[src/rtl/rv32_pipe_pkg.sv]
// rtl/rv32_pipe_pkg.sv - shared types and constants for the RV32 pipeline front end
package rv32_pipe_pkg;

    // Fetch unit sequencing
    typedef enum logic [1:0] {
        REQ  = 2'd0,
        WAIT = 2'd1,
        HOLD = 2'd2,
        HALT = 2'd3
    } fetch_state_t;

    // addi x0, x0, 0
    localparam logic [31:0] NOP_INSTR        = 32'h0000_0013;
    localparam logic [31:0] RESET_PC_DEFAULT = 32'h0000_0000;

    // Branch target source, shared with ID
    localparam logic PC_RELATIVE = 1'b0;
    localparam logic REG_OFFSET  = 1'b1;

    // Instruction fetch targets must be word aligned (no compressed ISA)
    function automatic logic is_word_aligned(input logic [31:0] addr);
        return (addr[1:0] == 2'b00);
    endfunction

endpackage

[src/rtl/if_fetch_outreg.sv]
// rtl/if_fetch_outreg.sv - IF/ID output register with load, flush and hold controls
module if_fetch_outreg
    import rv32_pipe_pkg::*;
(
    input  logic        clk,
    input  logic        resetn,
    input  logic        i_load,
    input  logic        i_flush,
    input  logic        i_hold,
    input  logic [31:0] i_pc,
    input  logic [31:0] i_instr,
    output logic        o_valid,
    output logic [31:0] o_pc,
    output logic [31:0] o_instr
);

    logic        r_valid;
    logic [31:0] r_pc;
    logic [31:0] r_instr;

    // Flush beats load; otherwise a delivered instruction lives one cycle unless held
    always_ff @(posedge clk or negedge resetn) begin
        if (!resetn) begin
            r_valid <= 1'b0;
            r_pc    <= 32'h0000_0000;
            r_instr <= NOP_INSTR;
        end else if (i_flush) begin
            r_valid <= 1'b0;
        end else if (i_load) begin
            r_valid <= 1'b1;
            r_pc    <= i_pc;
            r_instr <= i_instr;
        end else if (!i_hold) begin
            r_valid <= 1'b0;
        end
    end

    assign o_valid = r_valid;
    assign o_pc    = r_pc;
    assign o_instr = r_instr;

endmodule

[src/rtl/if_pc_fetch.sv]
// rtl/if_pc_fetch.sv - IF stage PC, single-outstanding instruction fetch and redirect handling
module if_pc_fetch
    import rv32_pipe_pkg::*;
#(
    parameter logic [31:0] RESET_PC = RESET_PC_DEFAULT,
    parameter int unsigned PC_STEP  = 4
) (
    input  logic        clk,
    input  logic        resetn,
    input  logic        Branch_taken,
    input  logic [31:0] Branch_dest,
    input  logic        Stall,
    output logic        IMEM_req,
    output logic [31:0] IMEM_addr,
    input  logic        IMEM_gnt,
    input  logic        IMEM_rvalid,
    input  logic [31:0] IMEM_rdata,
    output logic        IF_valid,
    output logic [31:0] IF_PC,
    output logic [31:0] IF_instr,
    output logic        Misaligned_exc,
    output logic [31:0] Misaligned_addr
);

    localparam logic [31:0] STEP = 32'(PC_STEP);

    fetch_state_t r_state;
    logic [31:0]  r_pc;
    logic         r_req;
    logic         r_kill;
    logic         r_halt_pend;
    logic [31:0]  r_fetch_addr;
    logic         r_exc;
    logic [31:0]  r_maddr;

    logic w_gnt;
    logic w_redir_ok;
    logic w_redir_bad;
    logic w_load;

    // Stall withdraws a pending request immediately so no new fetch is accepted
    assign IMEM_req    = r_req & ~Stall;
    assign IMEM_addr   = r_pc;
    assign w_gnt       = IMEM_req & IMEM_gnt;
    assign w_redir_ok  = Branch_taken & is_word_aligned(Branch_dest);
    assign w_redir_bad = Branch_taken & ~is_word_aligned(Branch_dest);
    assign w_load      = (r_state == WAIT) & IMEM_rvalid & ~r_kill & ~Branch_taken;

    // Fetch sequencer: PC, request, kill of wrong-path responses, misalign trap
    always_ff @(posedge clk or negedge resetn) begin
        if (!resetn) begin
            r_state      <= REQ;
            r_pc         <= RESET_PC;
            r_req        <= 1'b0;
            r_kill       <= 1'b0;
            r_halt_pend  <= 1'b0;
            r_fetch_addr <= 32'h0000_0000;
            r_exc        <= 1'b0;
            r_maddr      <= 32'h0000_0000;
        end else begin
            r_req <= 1'b0;
            r_exc <= w_redir_bad;
            if (w_redir_bad) begin
                r_maddr <= Branch_dest;
            end
            if (w_gnt) begin
                r_fetch_addr <= r_pc;
            end
            case (r_state)
                REQ: begin
                    if (w_redir_ok) begin
                        r_pc        <= Branch_dest;
                        r_halt_pend <= 1'b0;
                        if (w_gnt) begin
                            r_kill  <= 1'b1;
                            r_state <= WAIT;
                        end else begin
                            r_req <= 1'b1;
                        end
                    end else if (w_redir_bad) begin
                        if (w_gnt) begin
                            r_kill      <= 1'b1;
                            r_halt_pend <= 1'b1;
                            r_state     <= WAIT;
                        end else begin
                            r_state <= HALT;
                        end
                    end else if (w_gnt) begin
                        r_pc    <= r_pc + STEP;
                        r_state <= WAIT;
                    end else begin
                        r_req <= 1'b1;
                    end
                end
                WAIT: begin
                    if (w_redir_ok) begin
                        r_pc        <= Branch_dest;
                        r_halt_pend <= 1'b0;
                        if (IMEM_rvalid) begin
                            r_kill  <= 1'b0;
                            r_state <= REQ;
                            r_req   <= 1'b1;
                        end else begin
                            r_kill <= 1'b1;
                        end
                    end else if (w_redir_bad) begin
                        if (IMEM_rvalid) begin
                            r_kill      <= 1'b0;
                            r_halt_pend <= 1'b0;
                            r_state     <= HALT;
                        end else begin
                            r_kill      <= 1'b1;
                            r_halt_pend <= 1'b1;
                        end
                    end else if (IMEM_rvalid) begin
                        if (r_kill) begin
                            r_kill <= 1'b0;
                            if (r_halt_pend) begin
                                r_halt_pend <= 1'b0;
                                r_state     <= HALT;
                            end else begin
                                r_state <= REQ;
                                r_req   <= 1'b1;
                            end
                        end else if (Stall) begin
                            r_state <= HOLD;
                        end else begin
                            r_state <= REQ;
                            r_req   <= 1'b1;
                        end
                    end
                end
                HOLD: begin
                    if (w_redir_ok) begin
                        r_pc    <= Branch_dest;
                        r_state <= REQ;
                        r_req   <= 1'b1;
                    end else if (w_redir_bad) begin
                        r_state <= HALT;
                    end else if (!Stall) begin
                        r_state <= REQ;
                        r_req   <= 1'b1;
                    end
                end
                HALT: begin
                    if (w_redir_ok) begin
                        r_pc    <= Branch_dest;
                        r_state <= REQ;
                        r_req   <= 1'b1;
                    end
                end
                default: begin
                    r_state <= REQ;
                end
            endcase
        end
    end

    if_fetch_outreg u_outreg (
        .clk     (clk),
        .resetn  (resetn),
        .i_load  (w_load),
        .i_flush (Branch_taken),
        .i_hold  (Stall),
        .i_pc    (r_fetch_addr),
        .i_instr (IMEM_rdata),
        .o_valid (IF_valid),
        .o_pc    (IF_PC),
        .o_instr (IF_instr)
    );

    assign Misaligned_exc  = r_exc;
    assign Misaligned_addr = r_maddr;

endmodule

[config.mk]
export PLATFORM = sky130hd
export DESIGN_NAME = if_pc_fetch
export DESIGN_NICKNAME = d
export VERILOG_FILES = /design/src/rtl/rv32_pipe_pkg.sv /design/src/rtl/if_fetch_outreg.sv /design/src/rtl/if_pc_fetch.sv
export SDC_FILE = /design/constraint.sdc
export NUM_CORES = 1
export LEC_CHECK = 0
export ABC_AREA = 1
export ABC_CLOCK_PERIOD_IN_PS = 2800
export CORE_MARGIN = 5
export CORE_UTILIZATION = 40
export CTS_BUF_LIST = sky130_fd_sc_hd__clkbuf_8
export DETAILED_ROUTE_END_ITERATION = 8
export PLACE_DENSITY = 0.78
export SKIP_CTS_REPAIR_TIMING = 1
export SLEW_MARGIN = 20
export SYNTH_ARGS = -nofsm -noshare
export SYNTH_HDL_FRONTEND = slang
export SYNTH_SLANG_ARGS = --single-unit
[constraint.sdc]
create_clock -name clk -period 2.8 [get_ports clk]
set_input_delay 0.56 -clock clk [delete_from_list [all_inputs] [get_ports clk]]
set_output_delay 0.56 -clock clk [all_outputs]
set_load 0.02 [all_outputs]
==> impl_metrics.py <==
metrics = {
    "grt": {
        "grt_use_met1_pct": 26.1,
        "grt_remaining_overflow": 0,
        "grt_util_met3_pct": 4.88,
        "busiest_layer": "met2",
        "use_met2_pct": 29.0,
        "grt_pass1_vias": 6312,
        "grt_start_max_net_pins": 64,
        "grt_usage_pct": 19.0,
        "grt_pass1_wl_microns": 33300,
        "antenna_found_initial": 0,
    },
    "timing": {
        "slew_viol_final": 0,
        "fin_crit_sh_pct": 83.3,
        "setup_slack_ns": 0.469,
        "hold_viol": 0,
        "setup_viol": 0,
        "period_minus_slack_ns": 2.33,
        "rsz0062_at_grt": "no",
        "tns_ns": 0,
        "fmax_mhz": 429,
        "worst_clock_skew_ns": 0.0119,
        "slew_headroom_pct": 58.6,
        "worst_pin_slew_ns": 0.621,
    },
    "clocking": {
        "htreeDepth": 4,
        "cts_sinks": 167,
        "cts_tree": "built",
        "clockBufferDepth": 2,
        "clk_pin_slew_worst_paths_ns": 0.08,
        "clk-insertion-delay-late_ns": 0.45,
        "cts_buffers": 17,
        "root_buffer": "clkbuf_8",
    },
    "yosys": {
        "syn-num-nets": 910,
        "synthTopCellsByArea": "dfrtp_1 53%, nand2_1 13%, mux2_4 9.6%, o21ai_0 4.7%, nor2_1 4.5%",
        "synth.distinct_cells": 25,
        "ys_warn_count": 0,
        "ys.flop_type": "dfrtp_1",
        "synth_top_area_share_pct": 53.4,
        "avgSynthCellArea_sq_um": 9.16,
        "syn_inst": 839,
        "synth_top_cell_by_area": "dfrtp_1",
        "synth-edff-count": 0,
        "synth-seq-cells": 167,
        "yosysSeqAreaShare_pct": 54.4,
        "async_flop_share_pct": 100,
        "syn_area_sq_um": 7680,
    },
    "setup_path": {
        "crit_type": "primary input to output pin",
        "worstPathCellList": "clkdlybuf4s50_1, nor2_1, clkdlybuf4s50_1",
        "crit_path_max_incr_delay_ns": 0.62,
        "crit_arrival_ns": 1.77,
        "start_kind": "primary input",
        "cp-end-kind": "output pin",
        "path_max_fanout": 2,
        "cpMostUsedCell": "clkdlybuf4s50_1",
        "cp_slowest_cell": "clkdlybuf4s50_1",
        "required_ns": 2.24,
    },
    "layout": {
        "antenna_cells": 0,
        "layout.nets": 1111,
        "fin_util_pct": 55.4,
        "fillerInstances": 1647,
        "stdcell_count": 1313,
        "synthToLayoutAreaGrowth_pct": 35.9,
        "drive_above_1_share_pct": 11.7,
    },
    "job": {
        "maxCapViolations": 0,
    },
    "placed_design": {
        "hpwl_microns": 15600,
        "place_ws_ns": 0.463,
        "gp_congestion": 0.932,
        "port-buffer-count": 200,
        "dpl.cell_count": 1281,
    },
    "floorplanning": {
        "start_util_pct": 40.8,
        "fp.dieW_microns": 149,
        "std_cell_rows": 50,
        "num_io_pins": 201,
        "die_h_microns": 149,
        "dieArea_sq_um": 22100,
        "core_sq_um": 18800,
    },
    "routing": {
        "vias": 6352,
        "antenna_left": 0,
        "routed_wl_microns": 20700,
        "drc": 0,
        "viasPerCell": 4.84,
        "first_iter_violations": 508,
        "post_drt_wl_per_cell_microns": 15.7,
        "firstDrtPassIters": 6,
    },
    "pwr": {
        "pwr-share-comb_pct": 44.5,
        "p_total_w": 0.0110,
        "swShare_pct": 38.3,
        "p_leak_nw": 4.91,
        "p_seq_share_pct": 37.8,
        "p_int_w": 0.00679,
        "peakVddDrop_mv": 0.382,
        "power.density_nw_per_um2": 1050,
        "pwr-share-clk_pct": 17.7,
        "p_sw_w": 0.00421,
    },
    "outcome": {
        "status": "complete, no violations",
    },
    "min_path": {
        "min_path_type": "primary input to async pin",
    },
}
-- critical path, delay by kind of cell --
kind / cells / cell delay (ns)
buffers and inverters: 2 / 1.04
and+or+nand+nor: 1 / 0.16
-- registers in the layout, indices dropped and copies added, names as in the netlist --
signal,count
IMEM_addr,32
Misaligned_addr,32
r_fetch_addr,32
u_outreg.o_instr,32
u_outreg.o_pc,32
r_state,2
Misaligned_exc,1
r_halt_pend,1
r_kill,1
r_req,1
u_outreg.o_valid,1
-- final cells by class --
class | instances | area (sq um) | area share, %
well taps | 260 | 325 | 3.12
flip-flops and latches | 167 | 4180 | 40.1
repair buffers | 214 | 2160 | 20.7
clock buffers | 21 | 289 | 2.77
clock inverters | 11 | 173 | 1.65
inverters | 64 | 240 | 2.30
multi-input cells | 576 | 3070 | 29.4
-- metrics by stage --
stage	cell area [sq um]	hold WS (ns)
2_1_floorplan	7680	0.264
3_3_place_gp	9980	0.461
3_5_place_dp	9980	0.464
4_1_cts	10400	0.0944
5_1_grt	10400	0.114
6_report	10400	0.0752
-- logic make-up (layout without fill, tap and decap cells) --
family / after synthesis / after routing / synth area share, %
AND/OR/NAND/NOR: 416 / 416 / 21.4
flip-flops: 167 / 167 / 54.4
buffers and inverters: 96 / 310 / 5.65
AO/OA/AOI/OAI: 95 / 95 / 6.51
multiplexers: 64 / 64 / 11.8
adder cells (fa/ha/maj): 1 / 1 / 0.163
-- synth_stat cells, types with 3 or more instances --
cell type    n
a21oi_1     13
buf_1        5
buf_2       11
buf_6        8
clkbuf_1     8
dfrtp_1    164
dfstp_2      3
inv_1       60
inv_2        4
mux2_2      15
mux2_4      49
nand2_1    267
nand2_2      3
nand3_1     50
nor2_1      92
o211ai_1     4
o21ai_0     72
-- layer usage --
layer	vias up	wire length [microns]
li1	3094	-
met1	3015	9280
met2	208	9350
met3	35	1390
met4	0	655
met5	-	0
-- final timing paths --
kind,startpoint,end,slack [ns],cells after the start
worst max-delay path,Stall,IMEM_req,0.47,3
max in group asynchronous,resetn,u_outreg.o_instr[1],1.89,2
worst min-delay path,resetn,Misaligned_addr[0],0.08,1
worst max register to register,IMEM_addr[3],IMEM_addr[20],0.94,10
worst min register to register,Misaligned_addr[10],Misaligned_addr[10],0.49,2
min in group clk,Misaligned_addr[10],Misaligned_addr[10],0.49,2
-- cell usage in the layout, fill, tap and decap left out, types with 10 or more instances in the layout --
cell / count
mux2_4: 49
clkbuf_8: 21
a21oi_1: 13
nand2_1: 266
mux2_2: 15
buf_4: 10
clkdlybuf4s50_1: 199
nand3_1: 50
nor2_1: 92
o21ai_0: 72
inv_1: 61
dfrtp_1: 164
-- power groups by stage --
stage	registers (W)	clock network, W	logic [W]
after global routing	0.00430	0.00209	0.00530
after CTS	0.00415	0.00199	0.00494
after detailed placement	0.00419	0	0.00492
after global placement	0.00416	0	0.00483
final	0.00416	0.00195	0.00490
after floorplan	0.00489	0	0.00190
Power figures use the tool's default switching activity.
